==> config.mk <==
export PLATFORM = sky130hd
export DESIGN_NAME = fp_add_scheduler
export DESIGN_NICKNAME = d
export VERILOG_FILES = /design/src/rtl/fp_add_scheduler.sv
export SDC_FILE = /design/constraint.sdc
export NUM_CORES = 1
export LEC_CHECK = 0
export CAP_MARGIN = 20
export CELL_PAD_IN_SITES_DETAIL_PLACEMENT = 2
export CELL_PAD_IN_SITES_GLOBAL_PLACEMENT = 2
export CORE_ASPECT_RATIO = 0.6
export CORE_UTILIZATION = 27
export CTS_CLUSTER_SIZE = 20
export DETAILED_ROUTE_END_ITERATION = 16
export GPL_TIMING_DRIVEN = 0
export PLACE_DENSITY_LB_ADDON = 0.25
export SYNTH_ARGS = -nofsm -noshare
export SYNTH_HDL_FRONTEND = slang
export SYNTH_SLANG_ARGS = --single-unit
==> constraint.sdc <==
create_clock -name clk -period 3.5 [get_ports clk]
set_input_delay 1.05 -clock clk [delete_from_list [all_inputs] [get_ports clk]]
set_output_delay 1.05 -clock clk [all_outputs]
set_load 0.05 [all_outputs]
==> src/rtl/fp_add_scheduler.sv <==
// Round-robin scheduler sharing one pipelined FP adder among N_REQ requesters.
// Credit-based result FIFO returns each result, in issue order, to the requester that owns it.
module fp_add_scheduler #(
  parameter int unsigned N_REQ = 4,
  parameter int unsigned LAT   = 2,
  parameter int unsigned DEPTH = 4
) (
  input  logic                 clk,
  input  logic                 rst_n,
  input  logic [N_REQ-1:0]     req_valid,
  output logic [N_REQ-1:0]     req_ready,
  input  logic [32*N_REQ-1:0]  req_a,
  input  logic [32*N_REQ-1:0]  req_b,
  output logic [N_REQ-1:0]     rsp_valid,
  input  logic [N_REQ-1:0]     rsp_ready,
  output logic [31:0]          rsp_data,
  output logic [3:0]           rsp_flags,
  output logic [31:0]          add_a,
  output logic [31:0]          add_b,
  input  logic [31:0]          add_result,
  input  logic [3:0]           add_flags,
  output logic                 busy
);

  localparam int unsigned IW = (N_REQ > 1) ? $clog2(N_REQ) : 1;
  localparam int unsigned PW = (DEPTH > 1) ? $clog2(DEPTH) : 1;
  localparam int unsigned CW = $clog2(DEPTH + 1);
  localparam int unsigned LW = $clog2(LAT + 1);
  localparam int unsigned EW = IW + 36;

  logic [IW-1:0] r_rr_ptr;
  logic [LAT-1:0] r_tag_vld;
  logic [IW-1:0] r_tag_id [LAT];
  logic [LW-1:0] r_inflight_count;
  logic [CW-1:0] r_fifo_count;
  logic [PW-1:0] r_wr_ptr;
  logic [PW-1:0] r_rd_ptr;
  logic [EW-1:0] r_mem [DEPTH];

  logic          w_credit_ok;
  logic          w_found;
  logic [IW-1:0] w_gnt_idx;
  logic [IW-1:0] w_cand;
  logic          w_xfer;
  logic          w_wr;
  logic          w_pop;
  logic          w_empty;
  logic [EW-1:0] w_head;
  logic [IW-1:0] w_head_id;

  // Pops do not free credit until the count register updates.
  assign w_credit_ok = (32'(r_fifo_count) + 32'(r_inflight_count)) < DEPTH;

  always_comb begin
    w_found   = 1'b0;
    w_gnt_idx = '0;
    w_cand    = '0;
    for (int k = 1; k <= int'(N_REQ); k++) begin
      w_cand = IW'((int'(r_rr_ptr) + k) % int'(N_REQ));
      if (w_credit_ok && !w_found && req_valid[w_cand]) begin
        w_found   = 1'b1;
        w_gnt_idx = w_cand;
      end
    end
  end

  always_comb begin
    req_ready = '0;
    if (w_found && rst_n) req_ready[w_gnt_idx] = 1'b1;
  end

  assign w_xfer = |req_ready;
  assign add_a  = w_xfer ? req_a[32*w_gnt_idx +: 32] : 32'h0;
  assign add_b  = w_xfer ? req_b[32*w_gnt_idx +: 32] : 32'h0;

  assign w_wr      = r_tag_vld[LAT-1];
  assign w_empty   = (r_fifo_count == '0);
  assign w_head    = r_mem[r_rd_ptr];
  assign w_head_id = w_head[EW-1 -: IW];
  assign w_pop     = !w_empty && rsp_ready[w_head_id];

  always_comb begin
    rsp_valid = '0;
    if (!w_empty) rsp_valid[w_head_id] = 1'b1;
  end

  assign rsp_data  = w_empty ? 32'h0 : w_head[35:4];
  assign rsp_flags = w_empty ? 4'h0 : w_head[3:0];
  assign busy      = (r_fifo_count != '0) || (r_inflight_count != '0);

  always_ff @(posedge clk or negedge rst_n) begin
    if (!rst_n) begin
      r_rr_ptr         <= IW'(N_REQ - 1);
      r_tag_vld        <= '0;
      r_inflight_count <= '0;
      for (int i = 0; i < int'(LAT); i++) r_tag_id[i] <= '0;
    end else begin
      if (w_xfer) r_rr_ptr <= w_gnt_idx;
      r_tag_vld[0] <= w_xfer;
      r_tag_id[0]  <= w_gnt_idx;
      for (int i = 1; i < int'(LAT); i++) begin
        r_tag_vld[i] <= r_tag_vld[i-1];
        r_tag_id[i]  <= r_tag_id[i-1];
      end
      case ({w_xfer, w_wr})
        2'b10:   r_inflight_count <= r_inflight_count + LW'(1);
        2'b01:   r_inflight_count <= r_inflight_count - LW'(1);
        default: r_inflight_count <= r_inflight_count;
      endcase
    end
  end

  always_ff @(posedge clk or negedge rst_n) begin
    if (!rst_n) begin
      r_wr_ptr     <= '0;
      r_rd_ptr     <= '0;
      r_fifo_count <= '0;
    end else begin
      if (w_wr)  r_wr_ptr <= (32'(r_wr_ptr) == DEPTH - 1) ? '0 : r_wr_ptr + PW'(1);
      if (w_pop) r_rd_ptr <= (32'(r_rd_ptr) == DEPTH - 1) ? '0 : r_rd_ptr + PW'(1);
      case ({w_wr, w_pop})
        2'b10:   r_fifo_count <= r_fifo_count + CW'(1);
        2'b01:   r_fifo_count <= r_fifo_count - CW'(1);
        default: r_fifo_count <= r_fifo_count;
      endcase
    end
  end

  // Storage only; validity is carried by the reset pointers and count.
  always_ff @(posedge clk) begin
    if (w_wr) r_mem[r_wr_ptr] <= {r_tag_id[LAT-1], add_result, add_flags};
  end

endmodule

==> summary.md, run 1 <==
| Metric | Value |
|---|---|
| Status | `finished, violations left` |
| Failing checks | `setup timing` |
| FF-to-FF path depth | `10` |
| Tot GR Track Use | `21.6%` |
| Tightest Hold Check Type | `register to register` |
| Synth Flop Type | `edfxtp_1` |
| Die Span Y | `144 µm` |
| Hpwl dp | `29200 µm` |
| Post-synth top cells | `edfxtp_1, mux2i_1, o22ai_2, and2_1, mux4_2` |
| Critical Path Start Type | `input pin` |
| Slowest-stage cell, CP | `mux2i_1` |
| Register area | `4990 µm²` |
| Max-slew headroom | `62.1%` |
| Syn Std Cell Area | `9080 µm²` |
| Critical Path AT | `2.79 ns` |
| Slew @ Worst Pin | `0.568 ns` |
| Hold path startpoint | `r_tag_vld[0]$_DFF_PN0_` |
| Crit path kind | `input pin to output pin` |
| Fraction of layout cells with a size suffix above 1 | `42.4%` |
| Syn Area/Cell | `16.1 µm²` |
| DR vias/cell | `4.72` |
| Crit-path leading delay family | `buffers and inverters` |
| Port buffer count | `410` |
| CTS tree | `done` |
| Ys async rst share | `10.1%` |
| Clock Sink Count | `169` |
| Worst-path clk slew | `0.06 ns` |
| Pleak | `5.80 nW` |
| Initial core utilization | `27.7%` |
| Via count | `7030` |
| Worst stage delay on the critical path | `0.37 ns` |
| Crit path top cell by count | `buf_6` |
| CP Capture Type | `output pin` |
| CTS buffer count | `17` |
| Power density cells | `838 nW/µm²` |
| Min cycle time layout | `3.84 ns` |
| # rows | `51` |
| Area growth from synthesis to layout | `85.1%` |
| Post-synthesis instance total | `563` |
| Synth area leaders | `edfxtp_1, mux2i_1, mux4_2, o22ai_2, dfrtp_1` |
| Synth Register Bits | `169` |
| Drt pass-1 iters | `4` |
| Critical path cell sequence | `buf_8 > nand2b_4 > a21boi_2 > o21ai_2 > buf_6 > buf_12 > buf_4 > mux2i_1 > o22ai_4 > buf_6` |
| Post-route ant nets | `0` |
| Leading area contributor after synthesis | `edfxtp_1` |
| Initial DRC Count | `229` |
| Synth top area share | `50.3%` |
| CORE AREA | `32700 µm²` |
| Clk buf depth | `2` |
| Post-synth EDFFs | `152` |
| CP Max Fanout | `10` |
| R2R Setup Slk | `0.43 ns` |
| Setup violations, final | `64` |
| Crit path required time | `2.45 ns` |
| Filler cells | `3000` |
| Worst setup margin | `-0.339 ns` |
| Clock Tree Root | `clkbuf_16` |
| Worst-Skew Late Latency | `0.43 ns` |
| RR Endpoint | `r_fifo_count[2]$_DFFE_PN0P_` |
| Final Max Slew Viols | `0` |
| Drt wl/cell | `26.6 µm` |
| Pre-CTS setup slack | `-1.93 ns` |
| H-tree depth | `4` |
| Critical R2R Launch | `r_rd_ptr[0]$_DFFE_PN0P_` |
| Pwr Total | `14.1 mW` |
| First-pass GRT wire length | `53100 µm` |
| Post-synthesis sequential area ratio | `55.0%` |
| Fmax | `260 MHz` |
| Initial antenna violation count | `2` |
| Drt total wl | `39600 µm` |
| Worst clock skew | `0.00843 ns` |
| Core Util, Final | `51.4%` |
| Io pins | `411` |
| Drc violations | `0` |
| WP buf/inv | `5` |
| RSZ-0062 raised after global routing | `yes` |
| Tcrit/Tclk final | `110%` |
| Nets | `1334` |
| Routability cong. | `0.785` |
| Die Area | `34400 µm²` |
| Footprint of the multi-input gates | `5220 µm²` |
| Hold-critical path depth | `0` |
| VDD IR max | `0.396 mV` |
| Vias in the first global route | `7705` |
| Cell variety after synth | `48` |
| Die width | `239 µm` |
| Endpoints failing hold | `0` |
| Ys Warns | `0` |
| Worst Hold End | `r_tag_vld[1]$_DFF_PN0_` |
| Most frequent cell after synthesis | `edfxtp_1` |
| GRT overflow | `0` |
| Largest net degree at the start of global routing | `25` |
| Post-Synthesis Net Count | `874` |
| Maxcap violations | `0` |
[stage by stage]
step                      TNS, ns  cell area [µm²]  cells  hold slack, ns
after floorplan             -4.17             9580    563           0.331
after global placement    -137.61            14200   1423           0.335
after detailed placement  -141.01            14300   1427           0.336
after CTS                  -18.15            16000   1471           0.351
after global routing       -20.32            16800   1488           0.359
final                      -16.82            16800   1489           0.353
[worst max-delay path by stage]
| stage | from | endpoint | slack (ns) | depth (start not counted) |
|---|---|---|---|---|
| 3_3_place_gp | rst_n | add_b[27] | -1.91 | 7 |
| 5_1_grt | req_valid[2] | add_b[2] | -0.38 | 10 |
| 2_1_floorplan | req_valid[3] | add_a[1] | -0.08 | 7 |
| 6_report | req_valid[2] | add_b[2] | -0.34 | 10 |
| 3_5_place_dp | rst_n | add_b[19] | -1.93 | 7 |
| 4_1_cts | req_valid[2] | add_a[29] | -0.34 | 12 |
[per-layer routing]
layer	wire length, µm	vias to the layer above	part of all wire (%)	GRT usage (%)
li1	-	3197	-	-
met1	17200	3649	43	28.2
met2	20600	150	52	37.7
met3	1250	34	3.2	3.72
met4	644	0	1.6	4.52
met5	0	-	0	0
[final cells by class]
class,instances,share of cell area [%]
Clock inverter,14,1.24
Tap cell,450,3.35
Buffer,42,3.94
Multi-Input combinational cell,344,31.1
Antenna cell,3,0.0447
Clock buffer,18,2.55
Sequential cell,169,29.7
Inverter,7,0.186
Timing Repair Buffer,442,27.9
[cells in the final DEF, fill, tap and decap left out, types with 3 or more instances in the layout]
| cell type | synthesis | routed |
|---|---|---|
| and2_1 | 42 | 38 |
| and2_2 | 0 | 4 |
| buf_12 | 7 | 9 |
| buf_16 | 0 | 18 |
| buf_2 | 23 | 24 |
| buf_4 | 2 | 19 |
| buf_6 | 2 | 59 |
| buf_8 | 0 | 18 |
| bufinv_16 | 0 | 4 |
| clkbuf_16 | 0 | 28 |
| clkbuf_2 | 0 | 10 |
| clkbuf_4 | 0 | 3 |
| clkdlybuf4s15_2 | 0 | 8 |
| clkdlybuf4s50_1 | 0 | 296 |
| dfrtp_1 | 15 | 14 |
| diode_2 | 0 | 3 |
| dlygate4sd2_1 | 0 | 8 |
| edfxtp_1 | 152 | 152 |
| ha_1 | 8 | 7 |
| inv_1 | 6 | 6 |
| inv_6 | 0 | 6 |
| mux2_2 | 3 | 3 |
| mux2i_1 | 134 | 32 |
| mux2i_2 | 0 | 37 |
| mux2i_4 | 0 | 65 |
| mux4_2 | 37 | 37 |
| nand2_1 | 4 | 4 |
| nor2_1 | 11 | 9 |
| o22ai_2 | 61 | 5 |
| o22ai_4 | 0 | 60 |
| or3_1 | 3 | 3 |
| xnor2_1 | 4 | 4 |
| xor2_1 | 3 | 3 |
[logic make-up after synthesis]
kind of cell    count (synthesis)  synth area share, %
buf+inv                        50                 3.89
mux                           174                 24.3
flops                         169                 55.0
xor+xnor                        7                0.675
compound gates                 78                 9.91
simple gates                   76                 4.92
fa+ha+maj                       9                 1.32
[flip-flops by register name, summed over array words and instances (netlist names)]
| register | count |
|---|---|
| r_rd_ptr | 2 |
| r_tag_vld | 2 |
| r_fifo_count | 3 |
| r_mem | 152 |
| r_inflight_count | 2 |
| r_tag_id | 4 |
| r_rr_ptr | 2 |
| r_wr_ptr | 2 |
[report_power, final]
group	total, mW	switching (mW)	internal [mW]
combinational	9.28	5.21	4.07
sequential	2.75	0.180	2.57
clock	2.06	0.844	1.22
[repair_timing]
item / in CTS / in global routing
setup buffers: 7 / 5
endpoints found under the setup margin: 108 / 79
resized for setup: 818 / 107
hold buffers: 0 / 0
pin swaps: 15 / 25
cloned: 6 / 11
Power figures use the tool's default switching activity.
==> run 2: changes to the inputs <==
CTS_CLUSTER_SIZE = 10   (was 20)
==> results of run 2 <==
No change in the layout: final DEF, timing and power equal those of run 1.
==> run 3: changes to the inputs <==
CTS_CLUSTER_SIZE = 28   (was 10)
==> results of run 3 <==
No change in the layout: final DEF, timing and power equal those of run 1.
